$ cat config.mk
export PLATFORM = sky130hd
export DESIGN_NAME = uart_mem_loader
export DESIGN_NICKNAME = d
export VERILOG_FILES = /design/src/rtl/uart_mem_loader.sv
export SDC_FILE = /design/constraint.sdc
export NUM_CORES = 1
export LEC_CHECK = 0
export BUFFER_PORTS_ARGS = -buffer_cell sky130_fd_sc_hd__clkbuf_2
export CAP_MARGIN = 5
export CORE_MARGIN = 10
export CORE_UTILIZATION = 60
export DETAILED_ROUTE_END_ITERATION = 8
export GPL_ROUTABILITY_DRIVEN = 0
export HOLD_SLACK_MARGIN = 0.02
export PLACE_DENSITY = 0.82
export SYNTH_ARGS = -nofsm -noshare
export SYNTH_HDL_FRONTEND = slang
export SYNTH_SLANG_ARGS = --single-unit
$ cat constraint.sdc
create_clock -name clk -period 3.5 [get_ports clk]
set_input_delay 0.175 -clock clk [delete_from_list [all_inputs] [get_ports clk]]
set_output_delay 0.175 -clock clk [all_outputs]
set_load 0.005 [all_outputs]
$ cat src/rtl/uart_mem_loader.sv
// uart_mem_loader: 8N1 UART receiver that packs WORD_BYTES bytes into one
// RAM word and writes it through the RAM second write port at an
// auto-incrementing word address.
//
// Ports:
//   clk, reset              system clock / synchronous active-high reset
//   serialIn                asynchronous RX line (idle high)
//   setAddr, startAddr      one-cycle pointer load; also clears the partial
//                           word, wordCount and err
//   writeEnable/Addr/Data   RAM write port (wEn2/addr2/dataIn2)
//   lastByte, byteValid     most recent good byte and its one-cycle strobe
//   err                     sticky framing error (bad stop bit)
//   wordCount               words written since last setAddr/reset

// One byte lane of the word assembly buffer.
module uart_mem_loader_lane (
  input  logic       clk,
  input  logic       reset,
  input  logic       load,
  input  logic [7:0] din,
  output logic [7:0] dout
);
  logic [7:0] lane_q, lane_d;

  always_comb begin
    lane_d = lane_q;
    if (load) lane_d = din;
  end

  always_ff @(posedge clk) begin
    if (reset) lane_q <= '0;
    else       lane_q <= lane_d;
  end

  assign dout = lane_q;
endmodule

module uart_mem_loader #(
  parameter int CLKS_PER_BIT = 868,
  parameter int WORD_BYTES   = 4,
  parameter int ADDR_WIDTH   = 12,
  parameter int TIMEOUT_CLKS = 1000000
) (
  input  logic                    clk,
  input  logic                    reset,
  input  logic                    serialIn,
  input  logic                    setAddr,
  input  logic [ADDR_WIDTH-1:0]   startAddr,
  output logic                    writeEnable,
  output logic [ADDR_WIDTH-1:0]   writeAddr,
  output logic [8*WORD_BYTES-1:0] writeData,
  output logic [7:0]              lastByte,
  output logic                    byteValid,
  output logic                    err,
  output logic [ADDR_WIDTH-1:0]   wordCount
);
  localparam int DW   = 8 * WORD_BYTES;
  localparam int HALF = CLKS_PER_BIT / 2;
  localparam int CW   = $clog2(CLKS_PER_BIT);
  localparam int IW   = $clog2(WORD_BYTES + 1);
  localparam int TW   = $clog2(TIMEOUT_CLKS + 1);

  typedef enum logic [1:0] {IDLE, START, DATA, STOP} rx_state_e;

  rx_state_e             state_q, state_d;
  logic [CW-1:0]         cnt_q, cnt_d;
  logic [2:0]            bit_q, bit_d;
  logic [7:0]            shift_q, shift_d;
  logic                  sync1_q, sync1_d, sync2_q, sync2_d;
  logic                  byte_valid_q, byte_valid_d;
  logic [7:0]            last_byte_q, last_byte_d;
  logic                  err_q, err_d;
  logic [IW-1:0]         idx_q, idx_d;
  logic [ADDR_WIDTH-1:0] ptr_q, ptr_d;
  logic [ADDR_WIDTH-1:0] wcount_q, wcount_d;
  logic                  we_q, we_d;
  logic [ADDR_WIDTH-1:0] waddr_q, waddr_d;
  logic [DW-1:0]         wdata_q, wdata_d;
  logic [TW-1:0]         idle_q, idle_d;

  logic                         rx;
  logic                         good, bad;
  logic [WORD_BYTES-1:0]        lane_load;
  logic [WORD_BYTES-1:0][7:0]   lanes;

  assign rx = sync2_q;

  for (genvar g = 0; g < WORD_BYTES; g++) begin : g_lane
    uart_mem_loader_lane u_lane (
      .clk  (clk),
      .reset(reset),
      .load (lane_load[g]),
      .din  (shift_q),
      .dout (lanes[g])
    );
  end

  // RX framing FSM
  always_comb begin
    state_d = state_q;
    cnt_d   = cnt_q;
    bit_d   = bit_q;
    shift_d = shift_q;
    sync1_d = serialIn;
    sync2_d = sync1_q;
    good    = 1'b0;
    bad     = 1'b0;
    unique case (state_q)
      IDLE: begin
        cnt_d = '0;
        if (!rx) state_d = START;
      end
      START: begin
        if (cnt_q == CW'(HALF - 1)) begin
          cnt_d   = '0;
          bit_d   = '0;
          // Line back high at mid start bit: treat the edge as a glitch.
          state_d = rx ? IDLE : DATA;
        end else begin
          cnt_d = cnt_q + 1'b1;
        end
      end
      DATA: begin
        if (cnt_q == CW'(CLKS_PER_BIT - 1)) begin
          cnt_d   = '0;
          shift_d = {rx, shift_q[7:1]};
          if (bit_q == 3'd7) state_d = STOP;
          else               bit_d   = bit_q + 1'b1;
        end else begin
          cnt_d = cnt_q + 1'b1;
        end
      end
      STOP: begin
        if (cnt_q == CW'(CLKS_PER_BIT - 1)) begin
          cnt_d   = '0;
          state_d = IDLE;
          good    = rx;
          bad     = !rx;
        end else begin
          cnt_d = cnt_q + 1'b1;
        end
      end
      default: state_d = IDLE;
    endcase
  end

  // Word assembly, write issue, timeout and pointer control
  always_comb begin
    byte_valid_d = 1'b0;
    last_byte_d  = last_byte_q;
    err_d        = err_q;
    idx_d        = idx_q;
    ptr_d        = ptr_q;
    wcount_d     = wcount_q;
    we_d         = 1'b0;
    waddr_d      = waddr_q;
    wdata_d      = wdata_q;
    idle_d       = idle_q;
    lane_load    = '0;

    // Final byte of a word was accepted last cycle: issue the write now.
    if (byte_valid_q && idx_q == IW'(WORD_BYTES)) begin
      we_d     = 1'b1;
      waddr_d  = ptr_q;
      wdata_d  = lanes;
      ptr_d    = ptr_q + 1'b1;
      wcount_d = wcount_q + 1'b1;
      idx_d    = '0;
    end

    // Idle counter only runs while a partial word is held.
    if (byte_valid_q || idx_q == '0) begin
      idle_d = '0;
    end else if (idle_q == TW'(TIMEOUT_CLKS)) begin
      idle_d = '0;
      idx_d  = '0;
    end else begin
      idle_d = idle_q + 1'b1;
    end

    // setAddr overrides the pointer even on a write cycle; the write itself
    // already captured the old pointer.
    if (setAddr) begin
      ptr_d    = startAddr;
      idx_d    = '0;
      wcount_d = '0;
      err_d    = 1'b0;
    end

    if (bad) err_d = 1'b1;

    if (good) begin
      byte_valid_d = 1'b1;
      last_byte_d  = shift_q;
      for (int i = 0; i < WORD_BYTES; i++)
        if (idx_d == IW'(i)) lane_load[i] = 1'b1;
      idx_d = idx_d + 1'b1;
    end
  end

  always_ff @(posedge clk) begin
    if (reset) begin
      state_q      <= IDLE;
      cnt_q        <= '0;
      bit_q        <= '0;
      shift_q      <= '0;
      sync1_q      <= 1'b1;
      sync2_q      <= 1'b1;
      byte_valid_q <= 1'b0;
      last_byte_q  <= '0;
      err_q        <= 1'b0;
      idx_q        <= '0;
      ptr_q        <= '0;
      wcount_q     <= '0;
      we_q         <= 1'b0;
      waddr_q      <= '0;
      wdata_q      <= '0;
      idle_q       <= '0;
    end else begin
      state_q      <= state_d;
      cnt_q        <= cnt_d;
      bit_q        <= bit_d;
      shift_q      <= shift_d;
      sync1_q      <= sync1_d;
      sync2_q      <= sync2_d;
      byte_valid_q <= byte_valid_d;
      last_byte_q  <= last_byte_d;
      err_q        <= err_d;
      idx_q        <= idx_d;
      ptr_q        <= ptr_d;
      wcount_q     <= wcount_d;
      we_q         <= we_d;
      waddr_q      <= waddr_d;
      wdata_q      <= wdata_d;
      idle_q       <= idle_d;
    end
  end

  assign writeEnable = we_q;
  assign writeAddr   = waddr_q;
  assign writeData   = wdata_q;
  assign lastByte    = last_byte_q;
  assign byteValid   = byte_valid_q;
  assign err         = err_q;
  assign wordCount   = wcount_q;
endmodule

==> results.cfg <==
[yosys]
synthDistinctLibCells = 50
synth-main-ff-cell = dfxtp_1
synthArstFlopShare = 0
ys_ff_latch = 159
netlist_instances = 726
synth_fp_nets = 755
syn-cell-area_sq_um = 6480
yosys.area.top_type_share = 0.491
synth_area_leaders = dfxtp_1 (49%), nand2_1 (7.2%), mux2i_1 (5.7%)
yosysTopAreaCell = dfxtp_1
yosys_warnings = 0
synth_area_per_cell_sq_um = 8.92
synth-seq-area-share = 0.491
synth-edff-count = 0

[place]
dp_hpwl_um = 10200
io_buffers = 82
dp_slack_ps = 1020

[sta]
finalSetupViolCount = 0
finalSetupTns_ps = 0
worst_pin_slew_ps = 986
finalCritPeriodShare = 0.723
timing.fmax_mhz = 395
slew_violations = 0
fin_worst_skew_ps = 8.17
layout_setup_ws_ps = 968
period_needed_ps = 2530
whs_ps = 48.0
relSlewSlack = 0.338
hold_viol = 0
rsz0062_at_grt = false

[floorplanning]
start_util = 0.622
die_h_um = 124
core_sq_um = 10400
die_area_sq_um = 15400
pin_count = 83
die_width_um = 124
row_count = 37

[power]
powerDensity_nw_per_um2 = 498
ir_drop_mv = 0.405
leakage_nw = 3.00

[cts]
clk_pin_slew_ps = 60
cts_tree = done
h-tree-depth = 4
clk_latency_ps = 530
cts-root-buf = clkbuf_8
cts_sinks = 159
cts_resized = 0
post_cts_buffers = 0
postCtsHoldBufs = 15
clk_path_buf_depth = 2
cts_made_buffers = 17

[worst_setup_path]
path_delay_family = simple AND/OR/NAND/NOR gates
critPathArrivalTime_ps = 2920
crit_chain = inv_1 > ha_1 > and4b_1 > nand4_1 > o21a_1 > nand2_1 > inv_1 > ha_1 > ha_1 > nand2_1 > nand2_1 > a21oi_1
critical_path_class = flop to flop
crit_slowest_cell = dfxtp_1
worstPathRequired_ps = 3890
cpPeakStageDelay_ps = 390
start_kind = flop
end_kind = flop
reg2reg_slack_ps = 970
crit_buf_inv = 2
critical_path.max_fanout = 9

[global_routing]
antenna_found_initial = 0
gr-usage-met2 = 0.349
grt_max_degree = 65
grt_usage = 0.204
grt_pass1_vias = 5200
grt_pass1_wl_um = 25200
grt_util_met1 = 0.240
grt_busiest_layer = met2
grt_util_met3 = 0.0606
gr-total-overflow = 0

[final_layout]
diodes = 0
num-fill-cells = 754
final_layout_size_suffix_gt1_frac = 0.164
finalNetCount = 840
syn2layout_area_growth_pct = 19.3

[status]
outcome = finished clean

[routing]
wirelength_um = 15400
drc = 0
drt_first_iter_violations = 396
num_vias = 5285
drt_pass1_iterations = 5
post_drt_via_cell_ratio = 5.51
wl_per_cell_um = 16.0
ant_nets = 0

[min_path]
hp-class = primary input to flop

[run]
cap_violations = 0
worst paths after layout:
path / startpoint / to / cells past startpoint
min: setAddr / ptr_q[0] / 3
max: idle_q[0] / g_lane[3].u_lane.dout[0] / 12
min reg2reg: sync1_q / rx / 1
max reg2reg: idle_q[0] / g_lane[3].u_lane.dout[0] / 12
state kept, by name, summed over array words and instances (netlist names), named ones only:
register and cells:
bit_q 3, byteValid 1, cnt_q 10, err 1, g_lane.u_lane.dout 32, idle_q 20, idx_q 3, lastByte 8
ptr_q 12, rx 1, shift_q 8, state_q 1, sync1_q 1, wordCount 12, writeAddr 12, writeData 32
writeEnable 1
through the flow:
stage                     cell area, sq um  power, mW  std cells   util
after floorplan                       6480       1.92        726      -
after global placement                6960       1.94        913  0.668
after detailed placement              6960       1.94        913  0.668
after CTS                             7730       3.85        960  0.742
after global routing                  7730       3.95        960  0.742
final                                 7730       3.85        960  0.742
synthesized netlist by cell type (2+ instances only):
library cell,count
a211oi_1,3
a21oi_1,65
a22o_1,8
a311oi_1,2
and2_1,6
and3_1,5
and4_1,3
and4bb_2,2
buf_1,5
buf_2,4
clkbuf_1,26
dfxtp_1,159
ha_1,13
inv_1,14
mux2i_1,37
nand2_1,124
nand2b_1,34
nand3_1,24
nand3_4,3
nand4_1,11
nand4bb_1,2
nor2_1,69
nor2b_1,2
nor3_1,13
nor3b_1,3
nor4_1,3
nor4b_1,2
o21ai_0,10
or2_2,6
or3_1,7
xnor2_1,31
xor2_1,12
cell type report:
cell class	instances	area [sq um]	area share
Timing Repair Buffer	102	601	0.0777
Tap cell	136	170	0.0220
Multi-Input combinational cell	516	3100	0.401
Clock buffer	23	467	0.0604
Clock inverter	9	155	0.0201
Sequential cell	159	3180	0.412
Inverter	15	56.3	0.00729
where the power goes:
part | switching [mW] | internal [mW]
logic | 0.0469 | 0.0396
registers | 0.0128 | 1.82
clock network | 0.714 | 1.22
placed cells by master (no fill, tap or decap), drive strengths merged, types with 12 or more instances in the layout:
cell and count:
nor2 70, nand2 124, xnor2 31, clkbuf 104, nor3 14, nand2b 34
a21oi 65, inv 16, dfxtp 159, mux2i 37, dlygate4sd3 15, ha 13
nand3 27, xor2 12
per-layer routing:
layer / vias to the layer above / wire, um
met1: 2515 / 6830
li1: 2613 / -
met2: 135 / 7450
met3: 22 / 883
met5: - / 0
met4: 0 / 210
tightest hold or removal path, delay by kind of cell:
kind / cells / cell delay (ps)
buffers and inverters: 1 / 200
AO/OA/AOI/OAI: 1 / 90
AND/OR/NAND/NOR: 1 / 70
logic make-up after synthesis:
family	Yosys count	share of synthesized area
DFF	159	0.491
xor gates and xnor gates	43	0.0581
muxes	37	0.0572
adders and majority gates	13	0.0251
AOI/OAI and AO/OA	96	0.0854
buffers and inverters	51	0.0315
and+or+nand+nor	327	0.251
Power figures use the tool's default switching activity.
